===== src/rtl/gigatron_pad_pkg.sv =====
// rtl/gigatron_pad_pkg.sv - shared types, button indices and scancodes for the Famicom pad emulator
//
// Purpose: button bit positions (shift order), PS/2 scancodes that drive them,
//          and the joystick-to-pad remap helper.
// Ports:   none (package).
package gigatron_pad_pkg;

  typedef logic [7:0] pad_t;

  // Bit position of each button in the pad vector; also the serial shift order.
  localparam int BTN_A      = 0;
  localparam int BTN_B      = 1;
  localparam int BTN_SELECT = 2;
  localparam int BTN_START  = 3;
  localparam int BTN_UP     = 4;
  localparam int BTN_DOWN   = 5;
  localparam int BTN_LEFT   = 6;
  localparam int BTN_RIGHT  = 7;

  // Letter keys are plain codes; arrow keys arrive with the E0 prefix.
  localparam logic [7:0] SC_X     = 8'h22;
  localparam logic [7:0] SC_Z     = 8'h1A;
  localparam logic [7:0] SC_TAB   = 8'h0D;
  localparam logic [7:0] SC_ENTER = 8'h5A;
  localparam logic [7:0] SC_UP    = 8'h75;
  localparam logic [7:0] SC_DOWN  = 8'h72;
  localparam logic [7:0] SC_LEFT  = 8'h6B;
  localparam logic [7:0] SC_RIGHT = 8'h74;

  // Joystick word is [0]R [1]L [2]D [3]U [4]A [5]B [6]Select [7]Start.
  function automatic pad_t joy_remap(input logic [7:0] joy);
    pad_t r;
    r[BTN_A]      = joy[4];
    r[BTN_B]      = joy[5];
    r[BTN_SELECT] = joy[6];
    r[BTN_START]  = joy[7];
    r[BTN_UP]     = joy[3];
    r[BTN_DOWN]   = joy[2];
    r[BTN_LEFT]   = joy[1];
    r[BTN_RIGHT]  = joy[0];
    return r;
  endfunction

endpackage


===== src/rtl/sync_edge.sv =====
// rtl/sync_edge.sv - multi-flop synchronizer with rising-edge detect
//
// Purpose: brings an asynchronous level into clk and flags its rising edge.
// Ports:   clk, reset (sync, active-high), d (async in),
//          level (synchronized d), rise (one-cycle pulse on level 0->1).
module sync_edge #(
  parameter int STAGES = 2
) (
  input  logic clk,
  input  logic reset,
  input  logic d,
  output logic level,
  output logic rise
);

  logic [STAGES-1:0] sync_q, sync_d;
  logic              prev_q, prev_d;

  always_comb begin
    sync_d = {sync_q[STAGES-2:0], d};
    prev_d = sync_q[STAGES-1];
  end

  always_ff @(posedge clk) begin
    if (reset) begin
      sync_q <= '0;
      prev_q <= 1'b0;
    end else begin
      sync_q <= sync_d;
      prev_q <= prev_d;
    end
  end

  assign level = sync_q[STAGES-1];
  assign rise  = sync_q[STAGES-1] & ~prev_q;

endmodule


===== src/rtl/ps2_famicom_pad.sv =====
// rtl/ps2_famicom_pad.sv - Famicom serial pad emulator fed by PS/2 keys and a joystick word
//
// Purpose: decodes PS/2 key events into a held-button vector, merges it with the
//          joystick, and serves it on the Famicom latch/pulse/data protocol.
// Ports:   clk_sys, reset (sync, active-high), ps2_key[10:0], joystick[7:0],
//          famicom_latch / famicom_pulse (async), famicom_data (active-low bit),
//          pad_state[7:0] (registered merged pressed vector).
module ps2_famicom_pad
  import gigatron_pad_pkg::*;
#(
  parameter int   SYNC_STAGES = 2,
  parameter logic FILL_BIT    = 1'b1
) (
  input  logic        clk_sys,
  input  logic        reset,
  input  logic [10:0] ps2_key,
  input  logic [7:0]  joystick,
  input  logic        famicom_latch,
  input  logic        famicom_pulse,
  output logic        famicom_data,
  output logic [7:0]  pad_state
);

  logic latch_s, latch_rise;
  logic pulse_s, pulse_rise;

  sync_edge #(.STAGES(SYNC_STAGES)) u_latch_sync (
    .clk   (clk_sys),
    .reset (reset),
    .d     (famicom_latch),
    .level (latch_s),
    .rise  (latch_rise)
  );

  sync_edge #(.STAGES(SYNC_STAGES)) u_pulse_sync (
    .clk   (clk_sys),
    .reset (reset),
    .d     (famicom_pulse),
    .level (pulse_s),
    .rise  (pulse_rise)
  );

  pad_t key_state_q, key_state_d;
  logic ev_q, ev_d;
  pad_t sr_q, sr_d;
  pad_t pad_state_q, pad_state_d;
  pad_t pressed;

  // Each toggle of ps2_key[10] is one event; only the eight mapped keys
  // (with the matching extended flag) touch key_state.
  always_comb begin
    key_state_d = key_state_q;
    ev_d        = ps2_key[10];
    if (ps2_key[10] != ev_q) begin
      case ({ps2_key[8], ps2_key[7:0]})
        {1'b0, SC_X}:     key_state_d[BTN_A]      = ps2_key[9];
        {1'b0, SC_Z}:     key_state_d[BTN_B]      = ps2_key[9];
        {1'b0, SC_TAB}:   key_state_d[BTN_SELECT] = ps2_key[9];
        {1'b0, SC_ENTER}: key_state_d[BTN_START]  = ps2_key[9];
        {1'b1, SC_UP}:    key_state_d[BTN_UP]     = ps2_key[9];
        {1'b1, SC_DOWN}:  key_state_d[BTN_DOWN]   = ps2_key[9];
        {1'b1, SC_LEFT}:  key_state_d[BTN_LEFT]   = ps2_key[9];
        {1'b1, SC_RIGHT}: key_state_d[BTN_RIGHT]  = ps2_key[9];
        default: ;
      endcase
    end
  end

  // Built from the registered key_state, so a reload coinciding with a key
  // event sees the pre-event buttons.
  assign pressed = key_state_q | joy_remap(joystick);

  // Latch level holds the register in reload; a pulse edge during latch is
  // therefore swallowed.
  always_comb begin
    pad_state_d = pressed;
    sr_d        = sr_q;
    if (latch_s) begin
      sr_d = ~pressed;
    end else if (pulse_rise) begin
      sr_d = {FILL_BIT, sr_q[7:1]};
    end
  end

  always_ff @(posedge clk_sys) begin
    if (reset) begin
      key_state_q <= '0;
      ev_q        <= ps2_key[10];
      sr_q        <= 8'hFF;
      pad_state_q <= '0;
    end else begin
      key_state_q <= key_state_d;
      ev_q        <= ev_d;
      sr_q        <= sr_d;
      pad_state_q <= pad_state_d;
    end
  end

  assign famicom_data = sr_q[0];
  assign pad_state    = pad_state_q;

endmodule


===== config.mk =====
export PLATFORM = sky130hd
export DESIGN_NAME = ps2_famicom_pad
export DESIGN_NICKNAME = d
export VERILOG_FILES = /design/src/rtl/gigatron_pad_pkg.sv /design/src/rtl/sync_edge.sv /design/src/rtl/ps2_famicom_pad.sv
export SDC_FILE = /design/constraint.sdc
export NUM_CORES = 1
export LEC_CHECK = 0
export ABC_AREA = 1
export BUFFER_PORTS_ARGS = -buffer_cell sky130_fd_sc_hd__buf_2
export CORE_MARGIN = 4
export CORE_UTILIZATION = 45
export DETAILED_ROUTE_END_ITERATION = 8
export GPL_TIMING_DRIVEN = 0
export PLACE_DENSITY = 0.77
export RECOVER_POWER = 25
export SYNTH_ARGS = -nofsm -noshare
export SYNTH_HDL_FRONTEND = slang
export SYNTH_HIERARCHICAL = 1
export SYNTH_SLANG_ARGS = --single-unit

===== constraint.sdc =====
create_clock -name clk_sys -period 2 [get_ports clk_sys]
set_input_delay 0.1 -clock clk_sys [delete_from_list [all_inputs] [get_ports clk_sys]]
set_output_delay 0.1 -clock clk_sys [all_outputs]
set_load 0.02 [all_outputs]

==> Yosys cells after proc, flatten, opt, wreduce, memory -nomap -nowiden <==
Index checks and enable logic that the tools add are counted.
Widths: inputs -> output; s select.
{ "op_classes": {"n_eq_ne": 9, "mux": 2, "bitwise_logic": 4, "n_reduce_logical": 9} }
{ "op_table": {"columns": ["cell", "count"], "rows": [
  ["$eq 9x9->1 const B", 4],
  ["$mux 8", 2],
  ["$reduce_and 2->1", 8],
  ["$eq 9x4->1 const B", 1],
  ["$eq 9x5->1 const B", 1],
  ["$eq 9x6->1 const B", 1],
  ["$eq 9x7->1 const B", 1],
  ["$not 8->8", 1],
  ["$or 8x8->8", 1],
  ["$reduce_bool 2->1", 1],
  ["$and 1x1->1", 1],
  ["$ne 1x1->1", 1],
  ["$not 1->1", 1]
]} }
{ "totals": {"ff_bits": 30, "input_bits": 23, "out_inout_bits": 9, "elab_cells": 38} }

==> Longest topological paths before layout <==
{ "logic_depth": {"word_depth": 4, "depth_mapped": 7, "depth_no_buf": 7} }

==> Hierarchy <==
The synthesis kept the hierarchy.
{ "modules_own_cells": {"columns": ["mod", "n_inst", "cells_each", "area_per_inst_um2", "seq_area_each_um2"], "rows": [
  ["ps2_famicom_pad", 1, 164, 1151.1, 500.5],
  ["sync_edge", 2, 10, 86.3, 60.1]
]} }

==> Worst setup path after synthesis <==
OpenSTA, ideal clock, no wires.
{ "synth_timing": {"kind": "reg2reg", "start": "register u_pulse_sync.sync_q[1]", "end": "register sr_q[5]", "setup_ps": 121, "arrival_ps": 949, "required_time_ps": 1879, "setup_slack_ps": 931, "stages_incl_launch_ff": 8, "n_path_buf": 0, "period_less_slack_ps": 1069, "path_cell_list": "dfxtp_1 -> inv_1 -> nor2_1 -> nor2_2 -> inv_2 -> nand2_1 -> o221ai_1 -> nand2_1"} }
{ "synth_via": {"elab_chain_len": 2} }
{ "synth_lines": {"columns": ["element", "line_no", "source"], "rows": [
  ["from (decl)", "sync_edge.sv:16", "logic [STAGES-1:0] sync_q, sync_d;"],
  ["from (signal assigned)", "sync_edge.sv:29", "sync_q <= sync_d;"],
  ["$and 1x1->1", "sync_edge.sv:35", "assign rise = sync_q[STAGES-1] & ~prev_q;"],
  ["via pulse_rise", "ps2_famicom_pad.sv:25", "logic pulse_s, pulse_rise;"],
  ["$reduce_bool 2->1 (no source line)", null, null],
  ["to (signal assigned)", "ps2_famicom_pad.sv:94", "sr_q <= sr_d;"],
  ["to (decl)", "ps2_famicom_pad.sv:45", "pad_t sr_q, sr_d;"]
]} }
The timed path passes the listed nets, and every way through them passes these cells.
A chain may end at the register's enable or synchronous reset.

==> flow_metrics.tcl <==
set metrics [dict create \
    die_w_um 61.6 \
    rows 19 \
    syn_nets 203 \
    min_period_ns 1.53 \
    clock-root-buffer "clkbuf_4" \
    clock_sinks 30 \
    grt_overflow 0 \
    grt_max_degree 11 \
    status "complete, no violations" \
    wl_per_cell_um 10.3 \
    power_mw 1.10 \
    htreeDepth 2 \
    post_cts.repair.setup_buffers 0 \
    endpoint_kind "flop" \
    yosys_warnings 6 \
    hp-class "input port to flop" \
    clk_latency_ns 0.32 \
    cp-start-kind "input port" \
    vias 1226 \
    relSlewSlack_pct 66.6 \
    gp_congestion 0.781 \
    cts_tree "done" \
    drive_above_1_share_pct 22.3 \
    cts_buffers 5 \
    slew_violations 0 \
    die_area_um2 3790 \
    drc 0 \
    ir_drop_v 0.000537 \
    n_antenna_cell 0 \
    final-seq-area_um2 601 \
    hpwl_mm 1.89 \
    grt_first_pass_wirelength_mm 4.28 \
    post-route-period-util_pct 76.3 \
    vias_per_cell 4.81 \
    max-cap-violations 0 \
    core-area_um2 2760 \
    start_util_pct 46.9 \
    fp.dieH_um 61.6 \
    cp.required_ns 2.23 \
    routed_wl_mm 2.62 \
    drtIter0Drc 48 \
    timing_worst_setup_path_type "input port to flop" \
    io_pins 32 \
    synth_area_um2 1290 \
    nFillCells 271 \
    worst_pin_slew_ns 0.501 \
    grt_pass1_vias 1068 \
    hold_violations 0 \
    finalSetupTns_ns 0 \
    critPathArrivalTime_ns 1.75 \
    syn_inst 180 \
    portBuffers 31 \
    report.final.setup_viol 0 \
    clock_skew_ns 0.00706 \
    grt_antenna_before_repair 0 \
    ant_nets 0 \
    path_clk_slew_ns 0.09 \
    multi_input_area_um2 554 \
    power.leakage_nw 0.794 \
    grtUsageTotal_pct 15.5 \
    area_growth_pct 22.7 \
    critPathMaxFanout 10 \
    first_pass_iters 4 \
    clock_path_buffers 2 \
    fin_nets 247 \
    syn_area_per_cell_um2 7.18 \
    rsz0062_at_grt "no" \
    fmax_mhz 655 \
    p_per_area_nw_per_um2 696 \
]
-- final timing paths --
| path | cells after the start | to | from | slack [ns] |
|---|---|---|---|---|
| worst max register to register | 7 | sr_q[5] | u_pulse_sync/sync_q[1] | 0.73 |
| worst max-delay path | 7 | key_state_q[6] | reset | 0.47 |
| worst min-delay path | 3 | pad_state[5] | joystick[2] | 0.009 |
| worst min register to register | 2 | u_pulse_sync/sync_q[1] | u_pulse_sync/sync_q[0] | 0.41 |
-- state kept, by name, indices dropped and copies added, names as in the netlist --
name / count
sr_q: 8
u_pulse_sync/prev_q: 1
pad_state: 8
u_latch_sync/sync_q: 2
u_pulse_sync/sync_q: 2
ev_q: 1
key_state_q: 8
-- per-layer routing --
layer,global-route usage (%),up-vias,wire (um)
li1,-,649,-
met5,0,-,0
met2,23.5,35,1170
met1,19.0,532,1180
met3,5.66,10,208
met4,8.48,0,72
-- layout make-up --
cell class	instances	area share (%)
sequential	30	37.9
buffer	3	0.868
multi-input combinational	115	35.0
inverter	32	7.58
timing repair buffer	37	13.4
tap	31	2.45
clock buffer	7	2.84
-- what timing repair did --
item | 4_1_cts | 5_1_grt
hold endpoints to repair | 6 | 0
hold buffers | 6 | 0
resized for setup | 0 | 0
-- cell usage in the layout, fill, tap and decap left out --
cell / n
dfxtp_1: 30
nor2_1: 39
clkbuf_1: 5
dlygate4sd3_1: 6
nor3_1: 1
clkbuf_4: 5
or2_2: 5
nor2_4: 3
o221ai_1: 1
nand2_4: 1
nor2_2: 3
nand3_1: 19
nand2_1: 27
buf_2: 31
a21oi_1: 10
inv_2: 2
inv_1: 30
o2111ai_1: 6
-- critical path: stages --
cell           delay [ns]
dlygate4sd3_1        0.52
clkbuf_1             0.21
clkbuf_1             0.43
inv_2                0.14
buf_2                0.22
nand2_1              0.09
nor2_1               0.04
-- report_power, final --
group          switching [mW]  total (mW)  internal [mW]  leakage [nW]
Clock                   0.188       0.321          0.132        0.0254
Sequential            0.00837       0.630          0.622         0.247
Combinational          0.0911       0.153         0.0620         0.522
-- through the flow --
| stage | hold slack (ns) | setup WS (ns) | std cells | utilization (%) | area [um2] |
|---|---|---|---|---|---|
| 5_1_grt | 0.00387 | 0.357 | 255 | 57.5 | 1590 |
| 3_3_place_gp | 0.229 | 0.771 | 242 | 53.9 | 1490 |
| 3_5_place_dp | 0.231 | 0.763 | 242 | 53.9 | 1490 |
| 4_1_cts | 0.00228 | 0.739 | 255 | 57.7 | 1590 |
| 6_report | 0.00937 | 0.474 | 255 | 57.5 | 1590 |
| 2_1_floorplan | 0.128 | 0.931 | 180 | - | 1290 |
Power figures use the tool's default switching activity.
